[config.mk]
export PLATFORM = sky130hd
export DESIGN_NAME = settle_counter
export DESIGN_NICKNAME = d
export VERILOG_FILES = /design/src/rtl/settle_counter.sv
export SDC_FILE = /design/constraint.sdc
export NUM_CORES = 1
export LEC_CHECK = 0
export BUFFER_PORTS_ARGS = -buffer_cell sky130_fd_sc_hd__buf_4
export CORE_AREA = 2 2 39 41
export CTS_BUF_LIST = sky130_fd_sc_hd__clkbuf_16
export CTS_CLUSTER_SIZE = 25
export DETAILED_ROUTE_END_ITERATION = 8
export DIE_AREA = 0 0 41 43
export GPL_TIMING_DRIVEN = 0
export SYNTH_ARGS = -nofsm -noshare
export SYNTH_HDL_FRONTEND = slang
export SYNTH_SLANG_ARGS = --single-unit
[constraint.sdc]
create_clock -name clk -period 1.8 [get_ports clk]
set_clock_uncertainty 0.1 [all_clocks]
set_input_delay 0.18 -clock clk [delete_from_list [all_inputs] [get_ports clk]]
set_output_delay 0.18 -clock clk [all_outputs]
set_load 0.005 [all_outputs]
[src/rtl/settle_counter.sv]
// rtl/settle_counter.sv - loadable down-counter with zero flag for the settle wait
module settle_counter #(
  parameter int W = 4
) (
  input  logic         clk,
  input  logic         rst,
  input  logic         load_i,
  input  logic [W-1:0] load_val_i,
  input  logic         dec_i,
  output logic         zero_o
);

  logic [W-1:0] cnt_q, cnt_d;

  // Load has priority; decrement stops at zero
  always_comb begin
    cnt_d = cnt_q;
    if (load_i) begin
      cnt_d = load_val_i;
    end else if (dec_i && (cnt_q != '0)) begin
      cnt_d = cnt_q - W'(1);
    end
  end

  // Counter register
  always_ff @(posedge clk) begin
    if (rst) begin
      cnt_q <= '0;
    end else begin
      cnt_q <= cnt_d;
    end
  end

  assign zero_o = (cnt_q == '0);

endmodule

==> metrics.md, run 1 <==
| Metric | Value |
|---|---|
| Initial antenna violation count | 0 |
| Number of filler cells placed in the layout | 150 |
| IO Pins | 9 |
| Tot Pwr | 523.3 uW |
| Count of final hold-check violations | 0 |
| Overall die height | 43 um |
| Pwr dens | between 1000 and 1500 mW/mm^2 |
| Setup TNS | 0 ns |
| Pre-Repair DR Iteration Count | 2 |
| Synthesized netlist cell count | 29 |
| Maximum fanout along the worst path | 5 |
| Clock tree from TritonCTS | done |
| Critical path's top delay family | simple AND/OR/NAND/NOR gates |
| Unique masters post-synth | 16 |
| Placed cells | 53 |
| Horiz. Die Dim | between 40 and 50 um |
| Worst hold path cell count | 2 |
| Most common cell after layout, fill and taps aside | buf_4 |
| Chain of cells forming the critical path | inv_1, ha_2, or3b_4, inv_1, buf_4 |
| Leakage | around 0.18 nW |
| Flip-flop and latch count after synthesis | 4 |
| Placed Area | 342.8 um^2 |
| Buffers plus inverters on the worst setup path | 3 |
| Kind of capture point of the worst setup path | primary output |
| Area of the mapped netlist | roughly 260 um^2 |
| Count of warnings emitted by yosys | 0 |
| Number of DRC violations after detailed-routing iteration 0 | 1 |
| Final-report setup violation count | 0 |
| Number of clock sinks | 4 |
| Final instance area | between 400 and 500 um^2 |
| Number of clock buffers inserted by TritonCTS | 3 |
| Buffers from clock root to sink, at most | 2 |
| Period utilisation layout | 0.9617 |
| Kind of launch point of the worst setup path | flop |
| Cell depth of the worst setup path | 5 |
| Setup fix buffers added after clock tree synthesis | 0 |
| Share of synthesized area occupied by flip-flops and latches | 0.3048 |
| Post-Synthesis Mean Instance Area | 9.060 um^2 |
| Input/output buffers | 8 |
| Count of unresolved DRC violations after routing | 0 |
| CTS H-Tree Depth | 1 |
| Post-Synthesis Net Count | 38 |
| Number of global-route vias before repair | 259 |
| Result of the run | complete, no violations |
| Max Clock Freq | 577.7 MHz |
| Overflow after GRT | 0 |
| Unrepaired setup endpoints after global routing | false |
| Number of max-cap violations | 0 |
| Num rows | 14 |
| Antenna-violating nets left | 0 |
| Area growth syn-to-layout | 62.38% |
| Non-filler cells in the finished layout | 56 |
| Slew at the pin closest to its max-slew limit | 0.2556 ns |
| Final max-slew violation count | 0 |
| Slew headroom | 0.8291 |
| Share of cells above drive strength 1 | 0.4000 |
| Final routed wirelength across all metal layers | between 600 and 700 um |
| Hold buffer count at CTS | 0 |
| Routability congestion estimate | slightly below 0.7 |
| Die area | 0.001763 mm^2 |
| Maximum number of pins on one net before global-route repair | 8 |
| Number of antenna repair diodes | 0 |
| CTS root buffer | clkbuf_16 |
| Vias | about 260 |
| Initial cell density of the core | 0.1899 |
| Wirelength per Cell | 10.89 um |
| Core area | 0.001384 mm^2 |
| Fin nets | 51 |
| Hold crit path type | in2reg |
| Via count normalized by instance count | ~4.6 |
| Top flop regs | cnt_q: 4 flops |
| Required arrival time at the worst endpoint | 1.52 ns |
| Clock input transition at the sequential cells of the worst setup and hold paths | approximately 0.03 ns |
| Largest stage delay, worst path | 0.43 ns |
| Overall Global Routing Usage | 0.09940 |
| Standard cell with the maximum stage delay on the critical path | or3b_4 |
| HPWL after DPL | 446.3 um |
| CP Class | reg2out |
| Global-route wire length before repair | 1.097 mm |
| Max FFs per register | 4 |
| Resize count post-CTS | 0 |
| Most common cell type on the critical path | inv_1 |
| Final core utilization | 0.3083 |
| Worst voltage drop across the vdd grid | 0.5855 mV |
| Clock period minus final worst setup slack | 1.731 ns |
| R2r worst-path depth | 5 |
| Clock latency on the worst-skew pair | around 0.22 ns |
| Most frequent cells in the layout | buf_4, nor2_1, inv_1, dfxtp_1 |
| Arrival time reported for the critical path endpoint | 1.45 ns |
| Reg with most FFs | cnt_q |
layer usage:
layer / vias up / wire (um) / part of all wire / GRT usage
li1: 129 / - / - / -
met2: 5 / 318 / 0.52 / 0.1438
met4: 0 / 0 / 0 / 0.02000
met3: 0 / 55 / 0.090 / 0.09424
met5: - / 0 / 0 / 0
met1: 124 / 236 / 0.39 / 0.1029
where the power goes:
part	leakage (nW)	switching (mW)	internal, mW
sequential	0.0333	0.00658	0.0972
combinational	0.105	0.0367	0.0401
clock	0.0370	0.0592	0.283
total	0.175	0.102	0.421
path summary, 6_finish.rpt:
kind / from / end / slack (ns)
max: cnt_q[1] / zero_o / 0.07
min: rst / cnt_q[0] / 0.09
max reg2reg: cnt_q[1] / cnt_q[1] / 0.10
min reg2reg: cnt_q[2] / cnt_q[2] / 0.43
kinds of logic after synthesis:
group / count (synthesis) / synth area share
multiplexers: 1 / 0.03810
adder cells (fa/ha/maj): 1 / 0.04761
flip-flops: 4 / 0.3048
buffers and inverters: 4 / 0.05713
AO/OA/AOI/OAI: 6 / 0.2667
AND/OR/NAND/NOR: 13 / 0.2857
per-stage QoR:
stage	setup slack (ns)	hold slack [ns]
floorplan	0.1654	0.1521
global placement	0.09077	0.3199
detailed placement	0.07615	0.3190
CTS	0.04349	0.09088
global route	0.007759	0.09979
finish	0.06893	0.09411
synth_stat cells:
master	number	area (um^2)
a311o_1	1	10.01
a311oi_1	2	17.52
a211oi_1	1	7.510
nand3_1	1	5.000
nor2_1	5	18.77
dfxtp_1	4	80.08
inv_1	4	15.01
or3b_4	1	11.26
a21o_1	1	7.510
mux2i_1	1	10.01
nand4b_1	1	8.760
nor4b_2	1	15.01
nor3_1	1	5.000
nand2_1	3	11.26
a2111oi_4	1	27.53
ha_1	1	12.51
final cells by class:
cell class / count / area [um^2] / share of cell area
clock buffers: 3 / 75.07 / 0.1760
flip-flops and latches: 4 / 80.08 / 0.1877
multi-input cells: 21 / 176.4 / 0.4135
inverters: 4 / 15.01 / 0.03519
well taps: 16 / 20.02 / 0.04692
repair buffers: 8 / 60.06 / 0.1408
No activity file was read; power rests on OpenSTA's default activity.
==> run 2: changes to the inputs <==
--- a/config.mk
+++ b/config.mk
@@ -5,13 +5,13 @@
 export SDC_FILE = /design/constraint.sdc
 export NUM_CORES = 1
 export LEC_CHECK = 0
+export ABC_AREA = 1
 export BUFFER_PORTS_ARGS = -buffer_cell sky130_fd_sc_hd__buf_4
 export CORE_AREA = 2 2 39 41
 export CTS_BUF_LIST = sky130_fd_sc_hd__clkbuf_16
 export CTS_CLUSTER_SIZE = 25
 export DETAILED_ROUTE_END_ITERATION = 8
 export DIE_AREA = 0 0 41 43
-export GPL_TIMING_DRIVEN = 0
 export SYNTH_ARGS = -nofsm -noshare
 export SYNTH_HDL_FRONTEND = slang
 export SYNTH_SLANG_ARGS = --single-unit
==> run 2 against run 1 <==
  * Clock-buffer cell count unchanged
  * Synthesized cell count increased by 41%
  * Largest power group unchanged
  * Critical path type unchanged
  * Via count increased by 4.7%
  * First-iteration DRC count increased to 4.0 times the previous value
  * Fmax increased by 23%
  * Power increased by 4.5%
==> metrics.md, run 2 <==
| Metric | Value |
|---|---|
| Result of the run | complete, no violations |
| Setup TNS | 0 ns |
| Unique masters post-synth | 16 |
| Clock latency on the worst-skew pair | 0.22 ns |
| Count of final hold-check violations | 0 |
| Count of unresolved DRC violations after routing | 0 |
| Placed Area | 354.1 um^2 |
| Reg with most FFs | cnt_q |
| Worst slack on hold paths | about 0.021 ns |
| Wirelength per Cell | 7.912 um |
| Number of clock sinks | 4 |
| Via count normalized by instance count | around 4.0 |
| Hold buffer count at CTS | 0 |
| Hold-critical path endpoint | cnt_q[3] |
| Global-route wire length before repair | just over 900 um |
| Non-filler cells in the finished layout | 68 |
| Chain of cells forming the critical path | inv_1, ha_1, nand3_2, inv_1, buf_4 |
| Number of global-route vias before repair | 259 |
| Reg2Reg Capture Point | cnt_q[1] |
| Worst hold path cell count | 2 |
| Setup fix buffers added after clock tree synthesis | 0 |
| Clock input transition at the sequential cells of the worst setup and hold paths | 0.03 ns |
| Share of synthesized area occupied by flip-flops and latches | 0.2922 |
| CP Class | reg2out |
| Flip-flop and latch count after synthesis | 4 |
| Number of filler cells placed in the layout | 152 |
| Post-Synthesis Mean Instance Area | between 6 and 7 um^2 |
| Final routed wirelength across all metal layers | 538 um |
| Unrepaired setup endpoints after global routing | false |
| HPWL after DPL | around 440 um |
| Standard cell with the maximum stage delay on the critical path | dfxtp_1 |
| Final max-slew violation count | 0 |
| Slew headroom | 0.8943 |
| Max Clock Freq | 709.9 MHz |
| Required arrival time at the worst endpoint | 1.52 ns |
| Initial antenna violation count | 0 |
| Overall die height | roughly 43 um |
| Resize count post-CTS | 0 |
| CTS root buffer | clkbuf_16 |
| Maximum number of pins on one net before global-route repair | 8 |
| Pre-Repair DR Iteration Count | 3 |
| Overflow after GRT | 0 |
| Portion of synthesized cell area occupied by the leading cell type | 0.2922 |
| Die area | 0.001763 mm^2 |
| Largest cells by area after synthesis | dfxtp_1, nand2_1, nand2_4 |
| Placed cells | 65 |
| Cell accounting for the most synthesized area | dfxtp_1 |
| Cell depth of the worst setup path | 5 |
| Largest stage delay, worst path | 0.33 ns |
| Top post-synthesis cells by count | nand2_1, nor2_1, inv_1 |
| Vias | 270 |
| Period utilisation layout | 0.7826 |
| Worst voltage drop across the vdd grid | between 0.5 and 0.6 mV |
| Area of the mapped netlist | 274.0 um^2 |
| Critical hold path startpoint | rst |
| Num rows | 14 |
| Number of clock buffers inserted by TritonCTS | 3 |
| Share of cells above drive strength 1 | 0.3462 |
| Post-Synthesis Net Count | 50 |
| Horiz. Die Dim | 41 um |
| Number of antenna repair diodes | 0 |
| Hold crit path type | in2reg |
| Buffers plus inverters on the worst setup path | 3 |
| Final core utilization | 0.3101 |
| Share of flip-flops with an asynchronous set or reset | 0 |
| Antenna-violating nets left | 0 |
| Leakage | about 0.22 nW |
| Buffers from clock root to sink, at most | 2 |
| Core area | 0.001384 mm^2 |
| Top flop regs | cnt_q: 4 flops |
| Most common cell type on the critical path | inv_1 |
| Maximum fanout along the worst path | 3 |
| Minimum setup slack in the final design | slightly below 0.4 ns |
| IO Pins | 9 |
| R2r worst-path depth | 7 |
| Overall Global Routing Usage | 0.08024 |
| Routability congestion estimate | 0.7822 |
| Final instance area | 429.2 um^2 |
| Critical path's top delay family | flip-flops |
| Initial cell density of the core | 0.1980 |
| Number of max-cap violations | 0 |
| Pwr dens | 1274 mW/mm^2 |
| CTS H-Tree Depth | 1 |
| Main flop type after synthesis | dfxtp_1 |
| Number of enable-type register cells in the synthesized netlist | 0 |
| Most common cell in the netlist | nand2_1 |
| Number of DRC violations after detailed-routing iteration 0 | 4 |
| Most frequent cells in the layout | nand2_1, buf_4, nor2_1, inv_1, dfxtp_1 |
| R2R setup slack | 0.50 ns |
| Clock tree from TritonCTS | done |
| Worst setup slack after placement | 0.5015 ns |
| Kind of capture point of the worst setup path | primary output |
| Slew at the pin closest to its max-slew limit | 0.1569 ns |
| Synthesized netlist cell count | 41 |
| Tot Pwr | 546.7 uW |
| Arrival time reported for the critical path endpoint | 1.13 ns |
| Launch instance of the worst register-to-register path | cnt_q[0] |
| Input/output buffers | 8 |
| Fin nets | between 60 and 70 |
| Count of warnings emitted by yosys | 0 |
| Clock period minus final worst setup slack | 1.409 ns |
| Area growth syn-to-layout | 56.62% |
| Final-report setup violation count | 0 |
| Max FFs per register | 4 |
| Kind of launch point of the worst setup path | flop |
## run 2: changes by cell type in the layout (fill, tap and decap cells not counted), sizes merged, moves of 2 or more
| cell | before | now |
|---|---|---|
| a311oi | 2 | 0 |
| a21oi | 0 | 2 |
| nand2 | 3 | 10 |
| nand3 | 1 | 4 |
| inv | 4 | 7 |
| o21ai | 0 | 3 |
## run 2: routing by layer
layer,vias up,GRT usage,share of wire
met5,-,0,0
met4,0,0.08000,0.039
met3,2,0.03141,0.054
met2,5,0.1156,0.51
met1,111,0.08013,0.40
li1,152,-,-
## run 2: report_power, final
part / internal [mW] / switching [mW] / leakage, nW
registers: 0.0998 / 0.00744 / 0.0333
clock network: 0.284 / 0.0600 / 0.0370
logic: 0.0445 / 0.0514 / 0.148
total: 0.428 / 0.119 / 0.218
## run 2: layout make-up
cell class | count | area, um^2 | share of cell area
Clock buffer | 3 | 75.07 | 0.1749
Inverter | 8 | 31.28 | 0.07289
Multi-Input combinational cell | 29 | 162.7 | 0.3790
Sequential cell | 4 | 80.08 | 0.1866
Tap cell | 16 | 20.02 | 0.04665
Timing Repair Buffer | 8 | 60.06 | 0.1399
## run 2: how the worst max path moves through the flow
stage	start	end	slack [ns]
2_1_floorplan	cnt_q[0]	cnt_q[1]	0.59
3_3_place_gp	cnt_q[0]	cnt_q[1]	0.52
3_5_place_dp	cnt_q[0]	cnt_q[1]	0.50
4_1_cts	cnt_q[0]	zero_o	0.38
5_1_grt	cnt_q[0]	zero_o	0.29
6_report	cnt_q[0]	zero_o	0.39
## run 2: worst reg2reg max path: stages, from the launching register on
cell and delay, ns:
dfxtp_1 0.30, inv_1 0.09, ha_1 0.20, nand3_2 0.12
nand2_4 0.09, nand2_4 0.06, o21ai_0 0.16, nor2_1 0.06
## run 2: logic make-up after synthesis
logic type,count (synthesis),synth area share
flip-flops,4,0.2922
XOR/XNOR,1,0.03197
adder cells (fa/ha/maj),1,0.04565
AND/OR/NAND/NOR,21,0.3881
AO/OA/AOI/OAI,6,0.1278
buffers and inverters,8,0.1142
